### config.mk
export PLATFORM = sky130hd
export DESIGN_NAME = uart_rx_sink
export DESIGN_NICKNAME = d
export VERILOG_FILES = /design/src/rtl/uart_pkg.sv /design/src/rtl/sync_fifo.sv /design/src/rtl/uart_rx_sink.sv
export SDC_FILE = /design/constraint.sdc
export NUM_CORES = 1
export LEC_CHECK = 0
export BUFFER_PORTS_ARGS = -buffer_cell sky130_fd_sc_hd__buf_2
export CORE_MARGIN = 8
export CORE_UTILIZATION = 50
export DETAILED_ROUTE_END_ITERATION = 16
export HOLD_SLACK_MARGIN = 0.1
export PLACE_DENSITY_LB_ADDON = 0.05
export SYNTH_ARGS = -nofsm -noshare
export SYNTH_HDL_FRONTEND = slang
export SYNTH_SLANG_ARGS = --single-unit
### constraint.sdc
create_clock -name clk -period 4.4 [get_ports clk]
set_input_delay 0.22 -clock clk [delete_from_list [all_inputs] [get_ports clk]]
set_output_delay 0.22 -clock clk [all_outputs]
set_load 0.05 [all_outputs]
### src/rtl/uart_pkg.sv
// Shared UART definitions: receiver state encoding, parity modes and baud divisor helper.
package uart_pkg;

    typedef enum logic [2:0] {
        RX_IDLE,
        RX_START,
        RX_DATA,
        RX_PARITY,
        RX_STOP,
        RX_BREAK
    } rx_state_t;

    localparam int unsigned PAR_NONE = 0;
    localparam int unsigned PAR_ODD  = 1;
    localparam int unsigned PAR_EVEN = 2;

    function automatic int unsigned baud_div(input int unsigned freq, input int unsigned baud);
        return freq / baud;
    endfunction

endpackage

### src/rtl/sync_fifo.sv
// Show-ahead synchronous FIFO; the extra pointer MSB separates full from empty.
module sync_fifo #(
    parameter int unsigned WIDTH = 8,
    parameter int unsigned DEPTH = 16
) (
    input  logic             clk,
    input  logic             rst_n,
    input  logic             wr_en_i,
    input  logic [WIDTH-1:0] wr_data_i,
    input  logic             rd_en_i,
    output logic [WIDTH-1:0] rd_data_o,
    output logic             full_o,
    output logic             empty_o
);

    localparam int unsigned AW = $clog2(DEPTH);

    if (DEPTH < 2 || (1 << AW) != DEPTH) begin : g_depth_chk
        $error("sync_fifo: DEPTH must be a power of 2 and at least 2");
    end

    logic [AW:0]      wr_ptr_q, rd_ptr_q;
    logic [WIDTH-1:0] mem_q [DEPTH];
    logic             do_push, do_pop;

    assign empty_o   = (wr_ptr_q == rd_ptr_q);
    assign full_o    = (wr_ptr_q[AW] != rd_ptr_q[AW]) &&
                       (wr_ptr_q[AW-1:0] == rd_ptr_q[AW-1:0]);
    assign do_pop    = rd_en_i && !empty_o;
    // A pop in the same cycle frees the slot, so a push into a full FIFO still lands.
    assign do_push   = wr_en_i && (!full_o || do_pop);
    assign rd_data_o = mem_q[rd_ptr_q[AW-1:0]];

    always_ff @(posedge clk or negedge rst_n) begin
        if (!rst_n) begin
            wr_ptr_q <= '0;
            rd_ptr_q <= '0;
            for (int unsigned i = 0; i < DEPTH; i++) begin
                mem_q[i] <= '0;
            end
        end else begin
            if (do_push) begin
                mem_q[wr_ptr_q[AW-1:0]] <= wr_data_i;
                wr_ptr_q                <= wr_ptr_q + (AW+1)'(1);
            end
            if (do_pop) begin
                rd_ptr_q <= rd_ptr_q + (AW+1)'(1);
            end
        end
    end

endmodule

### src/rtl/uart_rx_sink.sv
// Oversampling UART receiver: 8 data bits, optional parity, one stop bit,
// decoded bytes buffered in a show-ahead FIFO with sticky line-error flags.
module uart_rx_sink
    import uart_pkg::*;
#(
    parameter int unsigned SYS_CLK_FREQ = 100000000,
    parameter int unsigned BAUD_RATE    = 115200,
    parameter int unsigned PARITY       = 0,
    parameter int unsigned FIFO_DEPTH   = 16
) (
    input  logic       clk,
    input  logic       rst_n,
    input  logic       rx,
    input  logic       rd_en,
    output logic [7:0] rd_data,
    output logic       empty,
    output logic       full,
    output logic       frame_err,
    output logic       parity_err,
    output logic       overrun,
    input  logic       err_clr
);

    localparam int unsigned DIV   = baud_div(SYS_CLK_FREQ, BAUD_RATE);
    localparam int unsigned CNT_W = $clog2(DIV);
    localparam logic [CNT_W-1:0] HALF_LD = CNT_W'(DIV / 2 - 1);
    localparam logic [CNT_W-1:0] FULL_LD = CNT_W'(DIV - 1);

    if (DIV < 4) begin : g_div_chk
        $error("uart_rx_sink: SYS_CLK_FREQ/BAUD_RATE must be at least 4");
    end
    if (PARITY > PAR_EVEN) begin : g_par_chk
        $error("uart_rx_sink: PARITY must be 0, 1 or 2");
    end

    logic [1:0]       sync_q;
    logic             rx_s;
    rx_state_t        state_q, state_d;
    logic [CNT_W-1:0] cnt_q, cnt_d;
    logic [2:0]       bit_q, bit_d;
    logic [7:0]       shift_q, shift_d;
    logic             bad_q, bad_d;
    logic             fe_q, pe_q, ov_q;
    logic             tick, par_exp, push, fe_set, pe_set, ov_set;

    assign rx_s    = sync_q[1];
    assign tick    = (cnt_q == '0);
    assign par_exp = (PARITY == PAR_ODD) ? ~(^shift_q) : ^shift_q;
    assign ov_set  = push && full && !rd_en;

    always_ff @(posedge clk or negedge rst_n) begin
        if (!rst_n) begin
            sync_q  <= 2'b11;
            state_q <= RX_IDLE;
            cnt_q   <= '0;
            bit_q   <= '0;
            shift_q <= '0;
            bad_q   <= 1'b0;
            fe_q    <= 1'b0;
            pe_q    <= 1'b0;
            ov_q    <= 1'b0;
        end else begin
            sync_q  <= {sync_q[0], rx};
            state_q <= state_d;
            cnt_q   <= cnt_d;
            bit_q   <= bit_d;
            shift_q <= shift_d;
            bad_q   <= bad_d;
            fe_q    <= fe_set || (fe_q && !err_clr);
            pe_q    <= pe_set || (pe_q && !err_clr);
            ov_q    <= ov_set || (ov_q && !err_clr);
        end
    end

    always_comb begin
        state_d = state_q;
        cnt_d   = tick ? cnt_q : cnt_q - CNT_W'(1);
        bit_d   = bit_q;
        shift_d = shift_q;
        bad_d   = bad_q;
        push    = 1'b0;
        fe_set  = 1'b0;
        pe_set  = 1'b0;
        unique case (state_q)
            RX_IDLE: begin
                if (!rx_s) begin
                    cnt_d   = HALF_LD;
                    bad_d   = 1'b0;
                    state_d = RX_START;
                end
            end
            RX_START: begin
                if (tick) begin
                    if (rx_s) begin
                        state_d = RX_IDLE;
                    end else begin
                        cnt_d   = FULL_LD;
                        bit_d   = '0;
                        state_d = RX_DATA;
                    end
                end
            end
            RX_DATA: begin
                if (tick) begin
                    shift_d = {rx_s, shift_q[7:1]};
                    cnt_d   = FULL_LD;
                    if (bit_q == 3'd7) begin
                        state_d = (PARITY != PAR_NONE) ? RX_PARITY : RX_STOP;
                    end else begin
                        bit_d = bit_q + 3'd1;
                    end
                end
            end
            RX_PARITY: begin
                if (tick) begin
                    cnt_d   = FULL_LD;
                    state_d = RX_STOP;
                    if (rx_s != par_exp) begin
                        pe_set = 1'b1;
                        bad_d  = 1'b1;
                    end
                end
            end
            RX_STOP: begin
                if (tick) begin
                    if (rx_s) begin
                        push    = !bad_q;
                        state_d = RX_IDLE;
                    end else begin
                        fe_set  = 1'b1;
                        state_d = RX_BREAK;
                    end
                end
            end
            RX_BREAK: begin
                if (rx_s) begin
                    state_d = RX_IDLE;
                end
            end
            default: state_d = RX_IDLE;
        endcase
    end

    sync_fifo #(
        .WIDTH (8),
        .DEPTH (FIFO_DEPTH)
    ) u_fifo (
        .clk       (clk),
        .rst_n     (rst_n),
        .wr_en_i   (push),
        .wr_data_i (shift_q),
        .rd_en_i   (rd_en),
        .rd_data_o (rd_data),
        .full_o    (full),
        .empty_o   (empty)
    );

    assign frame_err  = fe_q;
    assign parity_err = pe_q;
    assign overrun    = ov_q;

endmodule

==> impl_table.tex, run 1 <==
\begin{tabular}{lr}
\hline
Metric & Value \\
\hline
\multicolumn{2}{l}{\textbf{Status}} \\
Status & completed \\
\multicolumn{2}{l}{\textbf{Place}} \\
Number of I/O port buffers & 17 \\
Setup Slack @ Placement & $\sim$1.2 ns \\
Post-detailed-placement half-perimeter wirelength & 11.32 mm \\
RePlAce Congestion & slightly above 0.8 \\
\multicolumn{2}{l}{\textbf{Final layout}} \\
Area growth, synth to finish & 10.59\% \\
Top library cells by usage in the layout, fill and taps aside & sky130\_fd\_sc\_hd\_\_dfrtp\_1 (165), sky130\_fd\_sc\_hd\_\_mux2\_2 (120), sky130\_fd\_sc\_hd\_\_mux4\_2 (40) \\
Diode count & 0 \\
Most common cell after layout, fill and taps aside & sky130\_fd\_sc\_hd\_\_dfrtp\_1 \\
Net total in the final layout & roughly 560 \\
Share of final-layout standard cells stronger than drive strength 1 & about 45\% \\
Count of fill cells added during filler insertion & 1293 \\
\multicolumn{2}{l}{\textbf{Die}} \\
IO Pins & 18 \\
Die Outline Area & approximately 20000 um2 \\
Starting density of the core & about half \\
Standard-cell rows & between 40 and 50 \\
Area of the placeable core & 15830 um2 \\
Die width & roughly 140 um \\
Die outline height & 143.1 um \\
\multicolumn{2}{l}{\textbf{Detailed routing}} \\
Met1 wire length & 8.448 mm \\
Wire length on met2 & 8.318 mm \\
Detailed-route DRC error count & 0 \\
Post-detailed-route via-to-cell ratio & 5.813 \\
Top layer reached by signal wires & met4 \\
Residual antenna-violating net count after detailed routing & 0 \\
DRT Pass-1 Iters & 4 \\
Average detailed-routed wire length per instance & roughly 23 um \\
Total met3 wirelength after detailed routing & 474 um \\
Total detailed-routing wirelength & 17.51 mm \\
Total number of vias & 4517 \\
Number of violations reported at the end of detailed-routing iteration 0 & 236 \\
\multicolumn{2}{l}{\textbf{Yosys}} \\
Post-synth cell types & 52 \\
Number of nets produced by synthesis & approximately 560 \\
Post-synthesis cell area & 8079 um2 \\
Synth warn & 0 \\
Mean instance size in the synthesized netlist & 14.93 um2 \\
Sequential fraction of the synthesis area & 52.07\% \\
Number of flip-flops and latches in the synthesized netlist & 168 \\
Post-synth EDFFs & 0 \\
Dominant synthesized flop cell & sky130\_fd\_sc\_hd\_\_dfrtp\_1 \\
Share of flip-flops with an asynchronous set or reset after synthesis & 100.0\% \\
Cells after Synth & 541 \\
\multicolumn{2}{l}{\textbf{Power and ir drop}} \\
Combinational Power Share & $\sim$14\% \\
Power, Total & 3.640 mW \\
Switching share of power & 26.19\% \\
Leakage power & around 4.2 nW \\
Power share of the clock group & 41.6\% \\
Pwr Density & 407.3 nW/um2 \\
Internal power of the cells & about 2.7 mW \\
Switching power & around 950 uW \\
Share of total power in sequential cells & approximately 44\% \\
Largest voltage drop on the vdd net & 0.0004351 V \\
\multicolumn{2}{l}{\textbf{Setup path}} \\
Depth of the most critical reg-to-reg path & 8 \\
CP Max Fanout & 16 \\
Crit. path cell count & 8 \\
Startpoint types & register \\
Critical path endpoint category & register \\
Startpoint of the worst register-to-register path & cnt\_q[0] \\
Highest cell delay on the worst timing path & between 0.7 and 0.8 ns \\
Crit Path Category & reg2reg \\
CP delay by family, top & simple AND/OR/NAND/NOR gates \\
WP data arrival & $\sim$3.5 ns \\
Required arrival time at the worst endpoint & 4.71 ns \\
WP buf/inv & 2 \\
End of the worst register-to-register path & u\_fifo.mem\_q[1] \\
Slowest-stage cell, CP & sky130\_fd\_sc\_hd\_\_a311oi\_4 \\
Setup slack on the worst flop-to-flop path & 1.20 ns \\
Cell chain of the critical path & inv\_1, ha\_1, nor2b\_1, and3\_4, inv\_2, a311oi\_4, and4\_1, mux2\_2 \\
\multicolumn{2}{l}{\textbf{STA}} \\
TNS Setup & 0 ns \\
Finish-stage setup viols & 0 \\
Number of max-slew violations in the final report & 0 \\
Worst slew margin relative to its limit & 30.25\% \\
Fraction of the cycle the final worst path needs & 72.81\% \\
Setup repair after global routing missed its margin & no \\
Worst Setup Slack, final & 1.196 ns \\
Worst clock skew & 0.01031 ns \\
Maximum clock frequency & 312.1 MHz \\
Slew of the pin with the lowest slew margin & 1.037 ns \\
Min Clock Period, post-route & 3.204 ns \\
Endpoints failing hold & 0 \\
\multicolumn{2}{l}{\textbf{Job}} \\
Max-cap violation count & 0 \\
\multicolumn{2}{l}{\textbf{Global routing}} \\
Number of global-route vias before repair & 4900 \\
Number of antenna violations at the first check in global routing & 0 \\
First-pass GRT wire length & between 20 and 30 mm \\
All-layer global routing usage & 18.89\% \\
Pin count of the biggest net entering global routing & a little under 70 \\
Final global-route overflow total & 0 \\
\multicolumn{2}{l}{\textbf{Clocking}} \\
Number of H-tree levels & 4 \\
Post-CTS Setup Inserts & 0 \\
\# resized after CTS & 0 \\
Clock tree from TritonCTS & built \\
Clock Tree Buf Depth & 2 \\
Clock network latency to the later pin of the worst-skew pair & 0.43 ns \\
Cts hold-fix bufs & 3 \\
Clock-pin transition on the worst setup and hold timing paths & 0.06 ns \\
Clock Root Buffer & sky130\_fd\_sc\_hd\_\_clkbuf\_16 \\
Number of clock sinks & 168 \\
CTS Buf Count & 17 \\
\multicolumn{2}{l}{\textbf{Worst hold path}} \\
Worst Hold Depth & 4 \\
Hold/Removal Path Class & in2reg \\
Worst Hold Endpoint & overrun \\
Min-Delay Startpoint & rd\_en \\
\hline
\end{tabular}
[flip-flops by register name (all words and copies together) (netlist names)]
register and count:
bad_q 1, shift_q 8, frame_err 1, u_fifo.wr_ptr_q 5, cnt_q 10, u_fifo.rd_ptr_q 5, parity_err 1, sync_q 2
state_q 3, u_fifo.mem_q 128, overrun 1, bit_q 3
[Yosys cell counts (2+ instances only)]
master                       n  area share [%]
sky130_fd_sc_hd__or3_1       3            0.23
sky130_fd_sc_hd__mux2_2    120              17
sky130_fd_sc_hd__a21oi_1     8            0.50
sky130_fd_sc_hd__inv_1      12            0.56
sky130_fd_sc_hd__nor2_1     13            0.60
sky130_fd_sc_hd__nand2_1    13            0.60
sky130_fd_sc_hd__o21a_1      2            0.19
sky130_fd_sc_hd__nand4_2     3            0.46
sky130_fd_sc_hd__buf_1       4            0.19
sky130_fd_sc_hd__clkbuf_1   23             1.1
sky130_fd_sc_hd__nand3_2     6            0.74
sky130_fd_sc_hd__xnor2_1    19             2.1
sky130_fd_sc_hd__o31ai_1     3            0.28
sky130_fd_sc_hd__mux4_2     40              11
sky130_fd_sc_hd__mux2_4     16             3.0
sky130_fd_sc_hd__o21ai_0     7            0.43
sky130_fd_sc_hd__nand3_4     5             1.1
sky130_fd_sc_hd__xor2_1      4            0.43
sky130_fd_sc_hd__mux2_1      2            0.28
sky130_fd_sc_hd__nor3_1      5            0.31
sky130_fd_sc_hd__nand3_1     4            0.25
sky130_fd_sc_hd__nor4_1      2            0.15
sky130_fd_sc_hd__nand2b_1    2            0.15
sky130_fd_sc_hd__ha_1       10             1.5
sky130_fd_sc_hd__a211oi_1    2            0.19
sky130_fd_sc_hd__dfstp_2     2            0.65
sky130_fd_sc_hd__o32ai_1     2            0.22
sky130_fd_sc_hd__a22o_1      2            0.22
sky130_fd_sc_hd__buf_2       8            0.50
sky130_fd_sc_hd__nand4_1     6            0.46
sky130_fd_sc_hd__dfrtp_1   166              51
sky130_fd_sc_hd__buf_4       2            0.19
sky130_fd_sc_hd__nor2b_1     5            0.39
sky130_fd_sc_hd__and4_1      2            0.22
[layer usage]
metal  GRT usage, %  vias up
met5              0        -
met4          7.103        0
met3          3.272       19
met2          29.08       56
met1          26.21     2417
li1               -     2025
[per-stage QoR]
stage	hold WS (ns)	cell area (um2)	util [%]	std cells
6_report	0.1395	8935	56.45	777
3_3_place_gp	0.2513	8307	52.48	742
5_1_grt	0.1486	8935	56.45	777
4_1_cts	0.1219	8935	56.45	777
3_5_place_dp	0.2619	8307	52.48	742
2_1_floorplan	-0.07559	8079	-	541
[power by group through the flow]
| stage | registers (mW) | clock network (mW) | logic (mW) |
|---|---|---|---|
| 6_report | 1.62 | 1.51 | 0.509 |
| 5_1_grt | 1.62 | 1.62 | 0.561 |
| 4_1_cts | 1.62 | 1.55 | 0.525 |
| 3_5_place_dp | 1.65 | 0 | 0.522 |
| 3_3_place_gp | 1.65 | 0 | 0.523 |
| 2_1_floorplan | 1.62 | 0 | 0.396 |
[area by class of cell]
type | count | area [um2] | share of cell area [%]
clock buffer | 21 | 450.4 | 5.041
clock inverter | 11 | 147.6 | 1.652
inverter | 13 | 48.80 | 0.5461
multi-input combinational | 321 | 3636 | 40.69
sequential | 168 | 4208 | 47.09
tap | 216 | 270.3 | 3.025
timing repair buffer | 27 | 173.9 | 1.947
[tightest hold or removal path, cell delays in order]
cell,delay (ns)
sky130_fd_sc_hd__buf_2,0.07
sky130_fd_sc_hd__inv_1,0.07
sky130_fd_sc_hd__nand2_1,0.07
sky130_fd_sc_hd__o32ai_1,0.08
[how the worst max path moves through the flow]
| stage | end | from |
|---|---|---|
| 5_1_grt | u_fifo.mem_q[7] | cnt_q[0] |
| 2_1_floorplan | cnt_q[0] | cnt_q[0] |
| 6_report | u_fifo.mem_q[1] | cnt_q[0] |
| 4_1_cts | u_fifo.mem_q[1] | cnt_q[0] |
| 3_3_place_gp | u_fifo.mem_q[4] | cnt_q[0] |
| 3_5_place_dp | u_fifo.mem_q[1] | cnt_q[0] |
[logic make-up (layout without fill, tap and decap cells)]
logic type | after synthesis | after routing | share of synthesized area (%)
AOI/OAI and AO/OA | 36 | 36 | 3.314
xor gates and xnor gates | 24 | 24 | 2.772
adders and majority gates | 10 | 10 | 1.549
buffers and inverters | 52 | 72 | 2.927
DFF | 168 | 168 | 52.07
muxes | 178 | 178 | 31.13
and+or+nand+nor | 73 | 73 | 6.241
No activity file was read; power rests on OpenSTA's default activity.
==> run 2: changes to the inputs <==
- ABC_AREA: unset -> 1
- clock period: 4.4 -> 3.18 ns (I/O delays scaled with it)
==> run 2 against run 1 <==
Net effect: count of clock-buffer cells in the layout unchanged; global-route usage is 4.7 points higher; largest cell class is now multi-input gates; wire length up 49%; worst setup slack worse by 0.59 ns; die area is 12% higher; utilization decreased by 0.46 points; combinational power increased to 4.3 times the previous value; worst hold slack better by 0.23 ns; register-to-register slack lost 0.39 ns.
==> impl_table.tex, run 2 <==
\begin{tabular}{lr}
\hline
Metric & Value \\
\hline
\multicolumn{2}{l}{\textbf{STA}} \\
Worst clock skew & 0.01139 ns (+0.001078 ns) \\
Finish-stage setup viols & 0 (unchanged) \\
Min Clock Period, post-route & 2.570 ns \\
Worst Setup Slack, final & 0.6105 ns (-0.5858 ns) \\
Slew of the pin with the lowest slew margin & 0.8610 ns (-0.1757 ns) \\
Worst slew margin relative to its limit & 42.60\% (+12 points) \\
Endpoints failing hold & 0 (unchanged) \\
Maximum clock frequency & 389.2 MHz \\
Fraction of the cycle the final worst path needs & between 80\% and 90\% \\
Hold Worst Slack & 0.3706 ns (+0.2311 ns) \\
TNS Setup & 0 ns (unchanged) \\
Number of max-slew violations in the final report & 0 (unchanged) \\
Setup repair after global routing missed its margin & no \\
\multicolumn{2}{l}{\textbf{Global routing}} \\
Final global-route overflow total & 0 (unchanged) \\
All-layer global routing usage & 23.55\% (+4.7 points) \\
Busiest layer in global routing & met2 \\
Number of antenna violations at the first check in global routing & 0 (unchanged) \\
Met2 capacity usage during global routing & 37.78\% (+8.7 points) \\
Routing usage on met1 & 32.29\% (+6.1 points) \\
Pin count of the biggest net entering global routing & 91 (+34\%) \\
Number of global-route vias before repair & 7819 (+60\%) \\
GR Util met3 & 4.272\% (+1.0 points) \\
First-pass GRT wire length & 42.18 mm (+48\%) \\
\multicolumn{2}{l}{\textbf{Final layout}} \\
Top Registers & u\_fifo.mem\_q (128), cnt\_q (10), shift\_q (8) \\
Share of final-layout standard cells stronger than drive strength 1 & 10.24\% (-35 points) \\
Top library cells by usage in the layout, fill and taps aside & sky130\_fd\_sc\_hd\_\_nand2\_1 (380), sky130\_fd\_sc\_hd\_\_dfrtp\_1 (165), sky130\_fd\_sc\_hd\_\_nand4\_1 (131) \\
Most common cell after layout, fill and taps aside & sky130\_fd\_sc\_hd\_\_nand2\_1 \\
Net total in the final layout & 1174 (+110\%) \\
Diode count & 0 (unchanged) \\
Max FFs per register & 128 (unchanged) \\
Register with the most flip-flops & u\_fifo.mem\_q \\
Post-Layout Cell Count & 1401 (+80\%) \\
Area growth, synth to finish & 9.958\% \\
\multicolumn{2}{l}{\textbf{Place}} \\
Post-placement cell count & 1365 (+84\%) \\
RePlAce Congestion & 0.8867 (+6.9\%) \\
Number of I/O port buffers & 17 (unchanged) \\
Post-detailed-placement half-perimeter wirelength & 16.88 mm (+49\%) \\
Setup Slack @ Placement & 0.8219 ns (-0.3469 ns) \\
\multicolumn{2}{l}{\textbf{Yosys}} \\
Post-synthesis cell area & 9148 um2 (+13\%) \\
Share of flip-flops with an asynchronous set or reset after synthesis & 100.0\% (unchanged) \\
Synth warn & 0 (unchanged) \\
Mean instance size in the synthesized netlist & 7.893 um2 (-47\%) \\
Number of flip-flops and latches in the synthesized netlist & 168 (unchanged) \\
Post-synth cell types & 38 (-27\%) \\
Post-synthesis simple-gate area fraction & 36.27\% (+30 points) \\
Largest family of logic cells by synthesized area & simple AND/OR/NAND/NOR gates \\
List of most frequent post-synthesis cells & sky130\_fd\_sc\_hd\_\_nand2\_1 (380), sky130\_fd\_sc\_hd\_\_dfrtp\_1 (166), sky130\_fd\_sc\_hd\_\_nand4\_1 (131), sky130\_fd\_sc\_hd\_\_nor2\_1 (117), sky130\_fd\_sc\_hd\_\_o21ai\_0 (81) \\
Sequential fraction of the synthesis area & 45.99\% (-6.1 points) \\
Cell type with the largest total area after synthesis & sky130\_fd\_sc\_hd\_\_dfrtp\_1 \\
Dominant synthesized flop cell & sky130\_fd\_sc\_hd\_\_dfrtp\_1 \\
Post-synth EDFFs & 0 (unchanged) \\
Most repeated cell in the gate-level netlist after synthesis & sky130\_fd\_sc\_hd\_\_nand2\_1 \\
Number of nets produced by synthesis & 1174 (+110\%) \\
Post-synthesis compound-gate area fraction & 7.892\% (+4.6 points) \\
Mux contribution to synthesized area & 0\% (-31 points) \\
Cells after Synth & 1159 (+110\%) \\
Synth Area in XOR/XNOR & 1.436\% (-1.3 points) \\
Adder and majority cell fraction of the synthesized area & 1.368\% (-0.18 points) \\
Synth top area share & 45.41\% (-6.0 points) \\
Biggest area contributors in the synthesized netlist & sky130\_fd\_sc\_hd\_\_dfrtp\_1 (45\%), sky130\_fd\_sc\_hd\_\_nand2\_1 (16\%), sky130\_fd\_sc\_hd\_\_nand4\_1 (9.0\%) \\
\multicolumn{2}{l}{\textbf{Die}} \\
Die width & 151.3 um (+5.7\%) \\
Die outline height & 151.3 um (+5.7\%) \\
Area of the placeable core & 17960 um2 (+13\%) \\
IO Pins & 18 (unchanged) \\
Die Outline Area & 22880 um2 (+12\%) \\
Starting density of the core & 50.92\% (-0.12 points) \\
Standard-cell rows & 49 (+6.5\%) \\
\multicolumn{2}{l}{\textbf{Detailed routing}} \\
Total detailed-routing wirelength & 26.04 mm (+49\%) \\
Residual antenna-violating net count after detailed routing & 0 (unchanged) \\
Total number of vias & 8105 (+79\%) \\
Detailed-route DRC error count & 0 (unchanged) \\
Average detailed-routed wire length per instance & 18.59 um (-18\%) \\
DRT Pass-1 Iters & 6 (+2) \\
Number of violations reported at the end of detailed-routing iteration 0 & 601 (+150\%) \\
Post-detailed-route via-to-cell ratio & 5.785 (-0.49\%) \\
\multicolumn{2}{l}{\textbf{Power and ir drop}} \\
Pwr Density & 655.7 nW/um2 (+61\%) \\
Largest voltage drop on the vdd net & 0.0007880 V (+81\%) \\
Leakage power & 5.149 nW (+22\%) \\
\multicolumn{2}{l}{\textbf{Worst hold path}} \\
Hold/Removal Path Class & reg2reg \\
\multicolumn{2}{l}{\textbf{Clocking}} \\
Clock Root Buffer & sky130\_fd\_sc\_hd\_\_clkbuf\_16 \\
Clock Tree Buf Depth & 2 (unchanged) \\
Clock network latency to the later pin of the worst-skew pair & 0.43 ns (about the same) \\
Number of H-tree levels & 4 (unchanged) \\
CTS Buf Count & 17 (unchanged) \\
Post-CTS Setup Inserts & 0 (unchanged) \\
Clock-pin transition on the worst setup and hold timing paths & 0.06 ns (about the same) \\
Number of clock sinks & 168 (unchanged) \\
Clock tree from TritonCTS & built \\
\multicolumn{2}{l}{\textbf{Setup path}} \\
Cell chain of the critical path & buf\_4, o21ai\_0, o22ai\_1, nand2\_1, nand2\_1, inv\_1, nand2\_1, buf\_2 \\
CP delay by family, top & buffers and inverters \\
Slowest-stage cell, CP & sky130\_fd\_sc\_hd\_\_buf\_4 \\
Startpoint types & register \\
CP Max Fanout & 50 (+34) \\
Library cell appearing most often on the critical path & sky130\_fd\_sc\_hd\_\_nand2\_1 \\
WP buf/inv & 3 (+1) \\
WP data arrival & 2.41 ns (-1.10 ns) \\
Required arrival time at the worst endpoint & 3.02 ns (-1.69 ns) \\
Crit Path Category & reg2out \\
Setup slack on the worst flop-to-flop path & 0.81 ns (-0.39 ns) \\
Highest cell delay on the worst timing path & 0.49 ns (-0.24 ns) \\
Critical path endpoint category & output port \\
\multicolumn{2}{l}{\textbf{Status}} \\
Status & completed \\
\multicolumn{2}{l}{\textbf{Job}} \\
Max-cap violation count & 0 (unchanged) \\
\hline
\end{tabular}
run 2: path summary, 6_finish.rpt:
kind                               startpoint                  to  cells after the start
setup / recovery           u_fifo.rd_ptr_q[1]          rd_data[2]                      8
hold / removal                      sync_q[0]           sync_q[1]                      0
setup reg to reg                     cnt_q[0]    u_fifo.mem_q[21]                     10
hold reg to reg                     sync_q[0]           sync_q[1]                      0
max in group asynchronous               rst_n  u_fifo.wr_ptr_q[1]                      3
min in group asynchronous               rst_n    u_fifo.mem_q[36]                      2
run 2: cell type report:
| class | count | area, um2 |
|---|---|---|
| fillers | 1738 | 7905 |
| inverters | 52 | 195.2 |
| flip-flops and latches | 168 | 4208 |
| clock inverters | 11 | 143.9 |
| repair buffers | 55 | 449.2 |
| well taps | 229 | 286.5 |
| clock buffers | 21 | 470.5 |
| multi-input cells | 865 | 4305 |
run 2: cells by family after synthesis:
group,after synthesis
buffers and inverters,126
XOR/XNOR,15
AO/OA/AOI/OAI,129
adder cells (fa/ha/maj),10
flip-flops,168
AND/OR/NAND/NOR,711
run 2: layer usage:
metal | vias to the layer above | wire length, um
li1 | 3912 | -
met1 | 3885 | 11830
met2 | 273 | 12160
met3 | 35 | 1577
met4 | 0 | 475
met5 | - | 0
run 2: per-stage QoR:
| step | util, % | power, mW | area, um2 |
|---|---|---|---|
| 3_5_place_dp | 52.35 | 4.419 | 9404 |
| 5_1_grt | 55.99 | 6.901 | 10060 |
| 4_1_cts | 55.99 | 6.623 | 10060 |
| 2_1_floorplan | - | 3.752 | 9148 |
| 6_report | 55.99 | 6.596 | 10060 |
| 3_3_place_gp | 52.35 | 4.441 | 9404 |
run 2: power by group:
part	internal (mW)	leakage, nW	total [mW]	switching (mW)
combinational	0.582	2.53	2.17	1.59
sequential	2.17	2.31	2.23	0.0647
clock	1.30	0.303	2.20	0.896
total	4.05	5.15	6.60	2.55
run 2: timing repair:
action | CTS | global route
resized for setup | 0 | 0
hold buffers | 4 | 0
hold endpoints to repair | 91 | 0
